<file path="src/rtl/hilo_muldiv_ctrl.sv">
// HI/LO owner for the execute stage: iterative shift-add multiply and restoring divide,
// one bit per cycle, plus direct MTHI/MTLO writes.
module hilo_muldiv_ctrl #(
    parameter int unsigned WIDTH = 32
) (
    input  logic             clk_i,
    input  logic             reset_i,
    input  logic             start_i,
    input  logic [2:0]       op_i,
    input  logic [WIDTH-1:0] a_i,
    input  logic [WIDTH-1:0] b_i,
    output logic [WIDTH-1:0] hi_o,
    output logic [WIDTH-1:0] lo_o,
    output logic             busy_o,
    output logic             done_o
);

    localparam int unsigned CntW = $clog2(WIDTH);
    localparam logic [CntW-1:0] LastIter = CntW'(WIDTH - 1);

    typedef enum logic [1:0] {StIdle, StMul, StDiv, StFix} state_e;

    state_e             state_q;
    logic [CntW-1:0]    cnt_q;
    // Upper half: accumulator / partial remainder. Lower half: multiplier / dividend->quotient.
    logic [2*WIDTH-1:0] prod_q;
    logic [WIDTH-1:0]   opnd_q;
    logic               is_mul_q;
    logic               neg_lo_q;
    logic               neg_hi_q;
    logic [WIDTH-1:0]   hi_q;
    logic [WIDTH-1:0]   lo_q;
    logic               busy_q;
    logic               done_q;

    logic               is_signed;
    logic [WIDTH-1:0]   a_mag;
    logic [WIDTH-1:0]   b_mag;
    logic               res_sign;
    logic [WIDTH:0]     mul_sum;
    logic [WIDTH:0]     div_shift;
    logic [WIDTH:0]     div_diff;
    logic [2*WIDTH-1:0] prod_neg;
    logic [WIDTH-1:0]   rem_neg;
    logic [WIDTH-1:0]   quo_neg;

    always_comb begin
        is_signed = ~op_i[0];
        a_mag     = (is_signed && a_i[WIDTH-1]) ? ('0 - a_i) : a_i;
        b_mag     = (is_signed && b_i[WIDTH-1]) ? ('0 - b_i) : b_i;
        res_sign  = is_signed & (a_i[WIDTH-1] ^ b_i[WIDTH-1]);
        mul_sum   = {1'b0, prod_q[2*WIDTH-1:WIDTH]} + (prod_q[0] ? {1'b0, opnd_q} : '0);
        div_shift = {prod_q[2*WIDTH-1:WIDTH], prod_q[WIDTH-1]};
        div_diff  = div_shift - {1'b0, opnd_q};
        prod_neg  = '0 - prod_q;
        rem_neg   = '0 - prod_q[2*WIDTH-1:WIDTH];
        quo_neg   = '0 - prod_q[WIDTH-1:0];
    end

    always_ff @(posedge clk_i) begin
        if (reset_i) begin
            state_q  <= StIdle;
            cnt_q    <= '0;
            prod_q   <= '0;
            opnd_q   <= '0;
            is_mul_q <= 1'b0;
            neg_lo_q <= 1'b0;
            neg_hi_q <= 1'b0;
            hi_q     <= '0;
            lo_q     <= '0;
            busy_q   <= 1'b0;
            done_q   <= 1'b0;
        end else begin
            done_q <= 1'b0;
            unique case (state_q)
                StIdle: begin
                    if (start_i) begin
                        case (op_i)
                            3'b000, 3'b001: begin
                                state_q  <= StMul;
                                cnt_q    <= '0;
                                prod_q   <= {{WIDTH{1'b0}}, b_mag};
                                opnd_q   <= a_mag;
                                is_mul_q <= 1'b1;
                                neg_lo_q <= res_sign;
                                neg_hi_q <= 1'b0;
                                busy_q   <= 1'b1;
                            end
                            3'b010, 3'b011: begin
                                state_q  <= StDiv;
                                cnt_q    <= '0;
                                prod_q   <= {{WIDTH{1'b0}}, a_mag};
                                opnd_q   <= b_mag;
                                is_mul_q <= 1'b0;
                                // Divide by zero leaves the all-ones quotient unnegated.
                                neg_lo_q <= res_sign & (b_i != '0);
                                neg_hi_q <= is_signed & a_i[WIDTH-1];
                                busy_q   <= 1'b1;
                            end
                            3'b100:  hi_q <= a_i;
                            3'b101:  lo_q <= a_i;
                            default: ;
                        endcase
                    end
                end
                StMul: begin
                    prod_q <= {mul_sum, prod_q[WIDTH-1:1]};
                    cnt_q  <= cnt_q + 1'b1;
                    if (cnt_q == LastIter) state_q <= StFix;
                end
                StDiv: begin
                    if (!div_diff[WIDTH]) begin
                        prod_q <= {div_diff[WIDTH-1:0], prod_q[WIDTH-2:0], 1'b1};
                    end else begin
                        prod_q <= {div_shift[WIDTH-1:0], prod_q[WIDTH-2:0], 1'b0};
                    end
                    cnt_q <= cnt_q + 1'b1;
                    if (cnt_q == LastIter) state_q <= StFix;
                end
                StFix: begin
                    if (is_mul_q) begin
                        {hi_q, lo_q} <= neg_lo_q ? prod_neg : prod_q;
                    end else begin
                        hi_q <= neg_hi_q ? rem_neg : prod_q[2*WIDTH-1:WIDTH];
                        lo_q <= neg_lo_q ? quo_neg : prod_q[WIDTH-1:0];
                    end
                    done_q  <= 1'b1;
                    busy_q  <= 1'b0;
                    state_q <= StIdle;
                end
                default: state_q <= StIdle;
            endcase
        end
    end

    assign hi_o   = hi_q;
    assign lo_o   = lo_q;
    assign busy_o = busy_q;
    assign done_o = done_q;

endmodule

</file>
<file path="config.mk">
export PLATFORM = sky130hd
export DESIGN_NAME = hilo_muldiv_ctrl
export DESIGN_NICKNAME = d
export VERILOG_FILES = /design/src/rtl/hilo_muldiv_ctrl.sv
export SDC_FILE = /design/constraint.sdc
export NUM_CORES = 1
export LEC_CHECK = 0
export CORE_UTILIZATION = 27
export DETAILED_ROUTE_END_ITERATION = 7
export GPL_ROUTABILITY_DRIVEN = 0
export MAX_ROUTING_LAYER = met4
export PLACE_DENSITY_LB_ADDON = 0.3
export SETUP_SLACK_MARGIN = 0.5
export SYNTH_ARGS = -nofsm -noshare
export SYNTH_HDL_FRONTEND = slang
export SYNTH_SLANG_ARGS = --single-unit
</file>
<file path="constraint.sdc">
create_clock -name clk_i -period 3.8 [get_ports clk_i]
set_clock_uncertainty 0.05 [all_clocks]
set_input_delay 0.57 -clock clk_i [delete_from_list [all_inputs] [get_ports clk_i]]
set_output_delay 0.57 -clock clk_i [all_outputs]
set_load 0.005 [all_outputs]
</file>
==> flow_metrics.py <==
metrics = {
    "worst_setup_path": {
        "cp_max_fo": 8,
        "endpoint_kind": "flop",
        "crit_path_max_incr_delay_ns": 0.61,
        "worstPathCellList": "or4_4 > nor4_1 > nand2_1 > buf_4 > nor4_2 > buf_4 > a211oi_1 > xnor2_1 > a2111oi_0 > buf_4 > a21o_1",
        "critPathArrivalTime_ns": 3.62,
        "startpoint_type": "flop",
        "critPathTopFamily": "simple AND/OR/NAND/NOR gates",
        "crit_slowest_cell": "or4_4",
        "cp_data_required_time_ns": 4.15,
        "critPathKind": "reg2reg",
        "path_buf_inv": 3,
        "cp_common_cell": "buf_4",
    },
    "clocking": {
        "cts_buffer_depth": 2,
        "cts_buffers": 17,
        "cts_root_buf": "clkbuf_16",
        "htree_levels": 4,
        "path_clk_slew_ns": 0.07,
        "clock_latency_ns": 0.46,
        "cts_tree": "yes",
        "cts.sinks": 172,
    },
    "timing": {
        "timing.fmax_mhz": 305,
        "tightestPinTransition_ns": 0.869,
        "rsz0062_at_grt": "true",
        "tns_ns": 0,
        "hold_viol": 0,
        "holdWs_ns": 0.401,
        "fin_crit_sh": 0.862,
        "maxSlewHeadroom": 0.415,
        "setup_viol": 0,
        "period_minus_slack_ns": 3.28,
        "finalMaxSlewViolations": 0,
    },
    "pwr": {
        "peakVddDrop_uv": 473,
        "total_power_mw": 8.91,
        "power.leakage_nw": 7.01,
        "powerDensity_nw_per_um2": 479,
    },
    "logic_synthesis": {
        "syn_avg_cell_area_um2": 7.27,
        "ys_types": 76,
        "synth_ff_type": "dfxtp_1",
        "synth_cells": 2031,
        "synthesis.nets": 2177,
        "yosys_warnings": 0,
        "synth_edf_count": 0,
        "synth_top_area_cell": "dfxtp_1",
        "synth_area_um2": 14800,
        "synth-seq-cells": 172,
        "async_reset_ff_frac": 0,
        "yosys-top-cells-count": "nor2_1, a21oi_1, dfxtp_1, nand2_1, o21ai_0",
        "yosys-top-cells-area": "dfxtp_1, a21oi_1, nor2_1",
        "synth_most_common_cell": "nor2_1",
        "ys_seq_area_frac": 0.233,
        "synth_top_area_share": 0.233,
    },
    "drt": {
        "drt_first_iter_violations": 1739,
        "via_per_inst": 5.70,
        "post_drt_wl_per_cell_um": 22.0,
        "vias": 16500,
        "drc": 0,
        "routed_wl_mm": 63.8,
        "final_antenna_net_count": 0,
        "met3WireLength_mm": 6.55,
        "top_layer": "met4",
        "firstDrtPassIters": 6,
        "wl_met2_mm": 27.6,
        "met1Wirelength_mm": 27.3,
    },
    "floorplanning": {
        "core_um2": 53900,
        "fp.dieArea_um2": 55700,
        "io_pins": 136,
        "die_x_um": 236,
        "die_h_um": 236,
        "num_rows": 85,
        "start_util": 0.274,
    },
    "cells_and_area": {
        "multi_input_area_um2": 10800,
        "nets": 2340,
        "regArea_um2": 3450,
        "nFillCells": 5612,
        "area_growth_pct": 26.0,
        "drive_above_1_share": 0.116,
        "post-route-util": 0.345,
        "design_area_um2": 18600,
    },
    "global_route": {
        "overflow": 0,
        "grt_pass1_vias": 15400,
        "grt_pass1_wl_mm": 94.6,
        "grt_usage": 0.227,
        "grt_max_degree": 75,
        "antenna_found_initial": 0,
    },
    "flow_run": {
        "max_cap_viol_count": 0,
    },
    "placement": {
        "dpl_cell_area_um2": 17600,
        "portBuffers": 135,
        "place_hpwl_mm": 49.9,
    },
    "hold_path": {
        "hold_path.class": "reg2reg",
    },
    "run_status": {
        "outcome": "finished clean",
    },
}
## area by class of cell
| class | instances | share of cell area |
|---|---|---|
| clock buffer | 21 | 0.0247 |
| multi-input combinational | 1644 | 0.583 |
| inverter | 70 | 0.0145 |
| tap | 696 | 0.0468 |
| timing repair buffer | 289 | 0.141 |
| antenna | 1 | 0.000134 |
| sequential | 172 | 0.186 |
| clock inverter | 11 | 0.00457 |
## layer usage
layer	GRT usage	vias to the layer above
li1	-	7746
met4	0.0846	0
met5	-	-
met1	0.295	7844
met3	0.0513	132
met2	0.341	826
## flip-flops by register name, indices dropped and copies added, names as in the netlist, 2 cells and up
| register | count |
|---|---|
| cnt_q | 5 |
| hi_o | 32 |
| lo_o | 32 |
| opnd_q | 32 |
| prod_q | 64 |
| state_q | 2 |
## placed cells by master (no fill, tap or decap), drive strengths merged, types with 7 or more instances in the layout
cell and instances:
a22o 23, inv 72, o22ai 7, clkdlybuf4s50 134, a21o 22, mux2i 39, nor2b 14, a211oi 119
and2 11, nor4 24, o21bai 10, a221oi 7, nor3 32, ha 74, nor2 285, nand4 16
o41ai 18, nand3 16, xor2 89, o211ai 22, a22oi 39, o21ai 137, nand2b 21, nand2 152
buf 153, o31ai 20, or3 10, xnor2 83, o21a 13, or4 20, a41oi 7, clkbuf 22
a31oi 19, dfxtp 172, and3 8, a21oi 217
## final timing paths
kind	startpoint	to	slack, ns	cells past startpoint
worst max register to register	prod_q[3]$_SDFFE_PP0P_	hi_o[14]$_SDFFE_PP0P_	0.52	11
worst min-delay path	hi_o[18]$_SDFFE_PP0P_	hi_o[18]$_SDFFE_PP0P_	0.40	1
worst max-delay path	prod_q[3]$_SDFFE_PP0P_	hi_o[14]$_SDFFE_PP0P_	0.52	11
worst min register to register	hi_o[18]$_SDFFE_PP0P_	hi_o[18]$_SDFFE_PP0P_	0.40	1
## report_power, final
| group | internal, mW | leakage (nW) | total [mW] | switching (mW) |
|---|---|---|---|---|
| clock network | 0.877 | 0.249 | 1.71 | 0.831 |
| logic | 1.75 | 5.36 | 4.74 | 2.99 |
| registers | 2.10 | 1.40 | 2.46 | 0.367 |
| total | 4.72 | 7.01 | 8.91 | 4.18 |
## per-stage QoR
stage / std cells / setup slack [ns]
6_report: 2904 / 0.523
3_5_place_dp: 2860 / 0.157
5_1_grt: 2903 / 0.410
2_1_floorplan: 2031 / 0.542
4_1_cts: 2896 / 0.435
3_3_place_gp: 2860 / 0.117
## repair_timing
action,in CTS,in global routing
setup buffers,3,6
hold buffers,0,0
gates cloned,1,1
setup endpoints to repair,15,49
pin swaps,5,15
resized for setup,8,60
## cells by family (layout without fill, tap and decap cells)
kind of cell	after synthesis	after routing	synth area share
AOI/OAI and AO/OA	733	733	0.322
xor gates and xnor gates	172	172	0.103
adders and majority gates	76	76	0.0654
buffers and inverters	215	391	0.0562
DFF	172	172	0.233
muxes	42	42	0.0287
other	0	1	0
and+or+nand+nor	621	621	0.191
Power figures use the tool's default switching activity.
